$ cat config.mk
export PLATFORM = sky130hd
export DESIGN_NAME = smc_avm_read_timeout
export DESIGN_NICKNAME = d
export VERILOG_FILES = /design/src/rtl/smc_avm_read_timeout.sv
export SDC_FILE = /design/constraint.sdc
export NUM_CORES = 1
export LEC_CHECK = 0
export ABC_AREA = 1
export CAP_MARGIN = 20
export CORE_ASPECT_RATIO = 1.75
export CORE_MARGIN = 1
export CORE_UTILIZATION = 45
export CTS_CLUSTER_SIZE = 14
export DETAILED_ROUTE_END_ITERATION = 7
export HOLD_SLACK_MARGIN = 0.02
export PLACE_DENSITY_LB_ADDON = 0.3
export SYNTH_ARGS = -nofsm -noshare
export SYNTH_HDL_FRONTEND = slang
export SYNTH_SLANG_ARGS = --single-unit
$ cat constraint.sdc
create_clock -name clk -period 1.24 [get_ports clk]
set_input_delay 0.31 -clock clk [delete_from_list [all_inputs] [get_ports clk]]
set_output_delay 0.31 -clock clk [all_outputs]
set_load 0.005 [all_outputs]
$ cat src/rtl/smc_avm_read_timeout.sv
// Single outstanding Avalon-MM read with a stall-cycle timeout.
// launch starts a read on the next cycle; completion/timeout are reported combinationally.
module smc_avm_read_timeout #(
    parameter int unsigned TIMEOUT_CYCLES = 255
) (
    input  logic clk,
    input  logic rst_n,
    input  logic launch,
    input  logic launch_addr,
    input  logic avm_waitrequest,
    output logic avm_read,
    output logic avm_address,
    output logic rd_done_c,
    output logic rd_timeout_c
);

    localparam int unsigned CNT_W = 16;
    localparam logic [CNT_W-1:0] LIMIT_M1 = CNT_W'(TIMEOUT_CYCLES - 1);

    logic [CNT_W-1:0] stall_cnt;

    // A waitrequest drop on the limit cycle still completes the read.
    assign rd_done_c    = avm_read & ~avm_waitrequest;
    assign rd_timeout_c = avm_read & avm_waitrequest & (stall_cnt == LIMIT_M1);

    always_ff @(posedge clk or negedge rst_n) begin
        if (!rst_n) begin
            avm_read    <= 1'b0;
            avm_address <= 1'b0;
            stall_cnt   <= '0;
        end else if (launch) begin
            avm_read    <= 1'b1;
            avm_address <= launch_addr;
            stall_cnt   <= '0;
        end else if (rd_done_c || rd_timeout_c) begin
            avm_read  <= 1'b0;
            stall_cnt <= '0;
        end else if (avm_read && avm_waitrequest) begin
            stall_cnt <= stall_cnt + CNT_W'(1);
        end
    end

endmodule

# Word-level counts from Yosys, hierarchy flattened
# Index checks and enable logic that the tools add are counted.
# word_totals
reg_bits,18
input_bits,5
out_inout_bits,4
wordCells,18
# op_classes
addsub,1
eq_ne,1
mux,5
n_bitwise,4
n_reduce_logical,4
# op_table
cell,count
2-to-1 mux 16 bit,3
adder 16 x 1 -> 16 bit (second input constant),1
equality test 16 x 8 -> 1 bit (second input constant),1
bitwise AND 1 bit,3
nonzero test 3 bit,1
2-to-1 mux 1 bit,2
nonzero test 2 bit,1
logical AND 1 bit,1
logical OR 1 bit,1
NOT 1 bit,1

# Logic depth before layout (Yosys ltp)
# Gate-level depths: netlist of run 1.
# logic_depth
ltp_word,5
mapped_depth,10
ltp_nobuf,10

# Least setup slack after synthesis of run 1
# Ideal clock, no wire load.
# synth_path
kind,reg2reg
from,reg stall_cnt[0]
to,reg avm_read
setup_time_ps,124
t_arrival_ps,1180
required_ps,1116
slack_ps,-65
stages_incl_launch_ff,9
path_buffers,0
synth_period_minus_slack_ps,1305
cell_sequence,dfrtp_1 inv_1 ha_1 nand2_1 nor2_1 nand3_2 nand2_2 nor2_2 or2_1
# synth_via
elab_chain_cells,4
# synth_lines
item,line_no,rtl
start: declaration,20,logic [CNT_W-1:0] stall_cnt;
start signal: assignment,39,stall_cnt <= stall_cnt + CNT_W'(1);
equality test 16 x 8 -> 1 bit,24,assign rd_timeout_c = avm_read & avm_waitrequest & (stall_cnt == LIMIT_M1);
bitwise AND 1 bit,24,
logical OR 1 bit,35,end else if (rd_done_c || rd_timeout_c) begin
nonzero test 2 bit (no line),n/a,
end signal: assignment,28,avm_read <= 1'b0;
end signal: assignment,32,avm_read <= 1'b1;
end signal: assignment,36,avm_read <= 1'b0;
end: declaration,11,"output logic avm_read,"
# No other way between the ends.
# A chain may end at the register's enable or synchronous reset.

# Worst setup path in the final report of run 1
# layout_path
from,reg stall_cnt[2]
to,out rd_timeout_c
# layout_via
elab_chain_cells,2
# layout_lines
item,line_no,rtl
equality test 16 x 8 -> 1 bit,24,
bitwise AND 1 bit,24,
end: declaration,14,output logic rd_timeout_c
# No other way between the ends.

==> flow_summary.ini, run 1 <==
[finish]
synthToLayoutAreaGrowth_pct = 58.4
fin_nets = 214
final_core_utilization_pct = 74.9
layoutNonFillerInstCount = 232
antennaDiodeCount = 0
drive_gt1_share_pct = 50.0

[yosys]
synthArstFlopShare_pct = 100
synth_edf_count = 0
netlist_instances = 149
seq_area_frac_synth_pct = 38.2
synth_nets = 156
synth.most_common_cell = nand2_1
ys.flop_type = dfrtp_1
ys_warn_count = 0
syn-cell-area_um2 = 1180
synthTopCellsByArea = dfrtp_1 38%, nand2_1 11%, nand3_1 6.4%
synth_common_cells = 36 x nand2_1, 18 x dfrtp_1, 18 x inv_1
ys_seq_elements = 18
avgSynthCellArea_um2 = 7.91
synth_top_area_share_pct = 38.2
yosysUniqueCellTypes = 25
yosysTopAreaCell = dfrtp_1

[detailed_routing]
first_pass_iters = 4
detail_route.iter0.violations = 26
wire_per_inst_um = 14.6
drcViolationCount = 0
vias = 1192
wirelength_um = 3380
avgViaCountPerCell = 5.14
ant_nets = 0

[outcome]
status = finished, violations left
violations = negative setup slack

[critical_path]
crit_fanout = 2
regToRegSetupSlack_ps = -290
startpoint_type = flop
crit_type = flop to output pin
cp.depth = 5
regToRegStartpoint = stall_cnt[0]
crit_path_end_kind = output pin
crit_buf_inv = 2
worst_r2r_path_depth = 9
worst_path_max_delay_cell = dfrtp_1
r2r_end = avm_read
arrival_ps = 1310
cpPeakStageDelay_ps = 360
critPathLaunch = stall_cnt[2]
crit_required_ps = 930
setup.worst_path.end = rd_timeout_c
cp_cell_sequence = nand2_1 > inv_1 > nand3_2 > nor4_4 > buf_2
cpLargestDelayFamily = simple AND/OR/NAND/NOR gates

[floorplan]
floorplan.core_area_um2 = 2490
die_h_um = 69.7
start_util_pct = 47.3
die_area_um2 = 2840
io_pins = 9
die_w_um = 40.7
rows = 24

[grt]
grt_pass1_vias = 1187
grt_max_degree = 19
antenna_found_initial = 0
grt_usage_pct = 27.3
grt_pass1_wl_um = 5290
overflow = 0

[hold_path]
hold_path_class = input port to async pin

[clock_network]
cts_buffers = 3
clk_pin_slew_worst_paths_ps = 70
clock_sinks = 18
clk_latency_ps = 250
cts_max_level = 1
clk_path_buf_depth = 2
cts_tree = yes
ctsRootBufferMaster = clkbuf_8

[timing]
slew_viol_final = 0
worstMarginPinSlew_ps = 241
tns_ps = -3880
slew_headroom_pct = 83.9
layout_min_cycle_time_ps = 1620
fin_crit_sh_pct = 130
hold_violations = 0
setup_viol = 19
max_freq_ghz = 0.618
setup_slack_ps = -377
rsz0062_at_grt = yes
final.setup_skew_ps = 3.41

[power]
fin_total_pwr_mw = 1.31
power_density_nw_per_um2 = 704
ir_worst_vdd_uv = 864
total_leakage_power_nw = 0.857

[placed_design]
dp_cells = 224
dp_hpwl_um = 2450
finalWeightedCongestion = 0.942
portBuffers = 8

[flow_run]
drv_cap = 0
==> kinds of logic after synthesis <==
family          Yosys count  share of synthesized area, %
fa+ha+maj                 2                          2.12
flops                    18                          38.2
compound gates           15                          8.60
buf+inv                  24                          8.49
simple gates             81                          35.7
mux                       1                         0.955
xor+xnor                  8                          5.95
==> worst register-to-register path, delay by kind of cell (launching register included) <==
family                     cells  cell delay, ps
buffers and inverters          2             170
DFF                            1             370
and+or+nand+nor                6             670
adders and majority gates      1             200
==> where the power goes <==
group,switching (mW),leakage (nW),internal [mW],total (mW)
Clock,0.201,0.0288,0.282,0.483
Combinational,0.111,0.583,0.114,0.226
Sequential,0.00636,0.245,0.598,0.604
==> what timing repair did <==
item                                    in CTS  in global routing
setup buffers                                4                  2
cloned                                       0                  0
pin swaps                                    2                 11
endpoints found under the setup margin      21                 21
hold buffers                                 0                  0
gates resized for setup                     31                 26
==> per-layer routing <==
layer	up-vias	share of wire, %	global-route usage [%]
met5	-	0	0
met4	0	3.0	8.52
met3	11	2.9	4.49
met2	28	58	47.4
met1	560	36	31.0
li1	593	-	-
==> worst min-delay path by stage <==
stage,cells past startpoint,endpoint,slack [ps]
final,2,stall_cnt[4],390
after global placement,1,avm_address,500
after CTS,2,stall_cnt[11],400
after detailed placement,1,avm_address,510
after global routing,2,stall_cnt[15],420
after floorplan,0,avm_address,10
==> cell usage in the layout, fill, tap and decap left out, drive strengths merged, types with 2 or more instances in the layout <==
| cell type | Yosys | layout |
|---|---|---|
| o21ai | 7 | 7 |
| inv | 23 | 23 |
| clkbuf | 0 | 4 |
| a21oi | 2 | 2 |
| buf | 1 | 49 |
| nor3 | 2 | 2 |
| clkdlybuf4s50 | 0 | 3 |
| dfrtp | 18 | 18 |
| nand4 | 2 | 2 |
| nand2 | 40 | 40 |
| o22ai | 6 | 6 |
| ha | 2 | 2 |
| xor2 | 8 | 8 |
| nand3 | 19 | 19 |
| nor2 | 16 | 16 |
==> sequential cells by signal, summed over array words and instances, names as in the netlist <==
name	cells
avm_read	1
stall_cnt	16
avm_address	1
==> area by class of cell <==
| type | instances | area [um^2] |
|---|---|---|
| inverter | 23 | 91.3 |
| tap | 26 | 32.5 |
| sequential | 18 | 450 |
| fill | 186 | 626 |
| timing repair buffer | 54 | 450 |
| clock buffer | 4 | 55.1 |
| multi-input combinational | 107 | 787 |
==> per-stage QoR <==
stage	hold slack, ps	setup WS, ps	area [um^2]
after floorplan	14.4	-36.2	1180
after global placement	496	-824	1610
after detailed placement	509	-842	1610
after CTS	397	-385	1750
after global routing	418	-465	1870
final	389	-377	1870
Power figures use the tool's default switching activity.
==> run 2, diff against run 1 <==
Settings changed: ABC_CLOCK_PERIOD_IN_PS set to 1880.
Clock period 1.24 ns to 1.88 ns, I/O delays scaled along.
==> run 2 against run 1 <==
  * Non-clock buffer count shrank 12
  * Final cell count fell by 5.2%
  * Power is 36% lower
  * The run now ends clean
  * Largest power group unchanged
  * Sequential cell count stayed put
  * Highest routed layer unchanged
  * Critical path type unchanged
  * Clock power decreased by 32%
  * First-iteration DRC count rose by 50%
  * Largest cell class unchanged
  * Core utilization shrank 10 points
==> flow_summary.ini, run 2 (synthesized netlist as in run 1, its figures left out) <==
[power]
ir_worst_vdd_uv = 468
total_leakage_power_nw = 0.775
power_density_nw_per_um2 = 520

[floorplan]
start_util_pct = 47.3
die_area_um2 = 2840
die_w_um = 40.7
die_h_um = 69.7
floorplan.core_area_um2 = 2490
rows = 24
io_pins = 9

[clock_network]
cts_max_level = 1
clk_pin_slew_worst_paths_ps = 70
clk_latency_ps = 260
clk_path_buf_depth = 2
clock_sinks = 18
ctsHoldBuffers = 0
cts_buffers = 3
cts_tree = yes
ctsRootBufferMaster = clkbuf_8

[grt]
grt_pass1_wl_um = 5060
grt_pass1_vias = 1208
grt_max_degree = 19
overflow = 0
grt_usage_pct = 26.1
antenna_found_initial = 0

[detailed_routing]
first_pass_iters = 4
ant_nets = 0
wirelength_um = 3070
wire_per_inst_um = 13.9
detail_route.iter0.violations = 39
drcViolationCount = 0
avgViaCountPerCell = 5.28
vias = 1162

[critical_path]
crit_type = flop to output pin
crit_fanout = 4
arrival_ps = 1350
crit_path_end_kind = output pin
crit_required_ps = 1410
startpoint_type = flop

[finish]
fillers = 232
layout_commonest_cell = nand2_1
mostFrequentLayoutCells = 36 x nand2_1, 33 x buf_4, 18 x dfrtp_1
drive_gt1_share_pct = 37.6
antennaDiodeCount = 0
stdcell_area_um2 = 1610
top_register = stall_cnt
fin_nets = 202
layoutNonFillerInstCount = 220
final_core_utilization_pct = 64.6
synthToLayoutAreaGrowth_pct = 36.5
reg_top3 = stall_cnt (16), avm_address (1), avm_read (1)
largest_reg_flops = 16

[timing]
hold_ws_ps = 523
max_freq_ghz = 0.549
final.setup_skew_ps = 1.15
hold_violations = 0
setup_slack_ps = 59.9
setup_viol = 0
slew_headroom_pct = 81.8
worstMarginPinSlew_ps = 273
rsz0062_at_grt = no
fin_crit_sh_pct = 96.8
slew_viol_final = 0
layout_min_cycle_time_ps = 1820

[placed_design]
placed_area_um2 = 1530
dp_cells = 213
portBuffers = 8
finalWeightedCongestion = 0.970
dp_hpwl_um = 2380
place_ws_ps = -559

[outcome]
status = finished clean

[flow_run]
drv_cap = 0

[hold_path]
hold_path_class = flop to flop
## run 2: cell types whose count changed in the layout (fill, tap and decap cells not counted), moves of 2 or more
cell / before / now
nand3_2: 7 / 5
nor2_2: 4 / 6
nand3_1: 9 / 14
nor2_4: 9 / 4
o22ai_2: 3 / 0
nand3_4: 3 / 0
nor2_1: 3 / 6
buf_4: 39 / 33
buf_6: 7 / 0
o22ai_1: 2 / 6
clkdlybuf4s50_1: 3 / 5
nand2_4: 3 / 1
## run 2: final timing paths
check                              from             to  slack, ps  depth (start not counted)
setup / recovery           stall_cnt[3]   rd_timeout_c         60                          5
hold / removal              avm_address    avm_address        520                          1
min in group asynchronous         rst_n   stall_cnt[4]        530                          2
hold reg to reg             avm_address    avm_address        520                          1
max in group asynchronous         rst_n  stall_cnt[15]       1150                          2
setup reg to reg           stall_cnt[0]  stall_cnt[14]        250                         12
## run 2: area by class of cell
cell class                 instances  area (um^2)  area share, %
timing repair buffer              42          340           21.2
tap                               26         32.5           2.02
sequential                        18          450           28.0
clock buffer                       4         55.1           3.42
multi-input combinational        107          642           39.9
inverter                          23         88.8           5.52
## run 2: critical path, cell delays in order (launching register included)
cell and delay (ps):
dfrtp_1 400, nand2_1 100, inv_2 80, nand3_1 90
nor4_2 260, buf_2 150
## run 2: layer usage
metal	wire length (um)	GRT usage, %
met5	0	0
met4	143	14.8
met3	73	2.88
met2	1700	44.6
met1	1150	27.9
## run 2: per-stage QoR
step,power [mW],TNS (ps)
floorplan,0.448,0
global placement,0.508,-814
detailed placement,0.511,-886
CTS,0.838,0
global route,0.866,0
finish,0.837,0
## run 2: where the power goes
group / switching, mW / internal [mW] / leakage [nW]
combinational: 0.0539 / 0.0545 / 0.501
clock: 0.143 / 0.187 / 0.0288
sequential: 0.00377 / 0.394 / 0.245
total: 0.201 / 0.636 / 0.775
## run 2: repair_timing
action,4_1_cts,5_1_grt
pin swaps,1,1
gates resized for setup,10,1
endpoints found under the setup margin,2,1
setup buffers,1,2
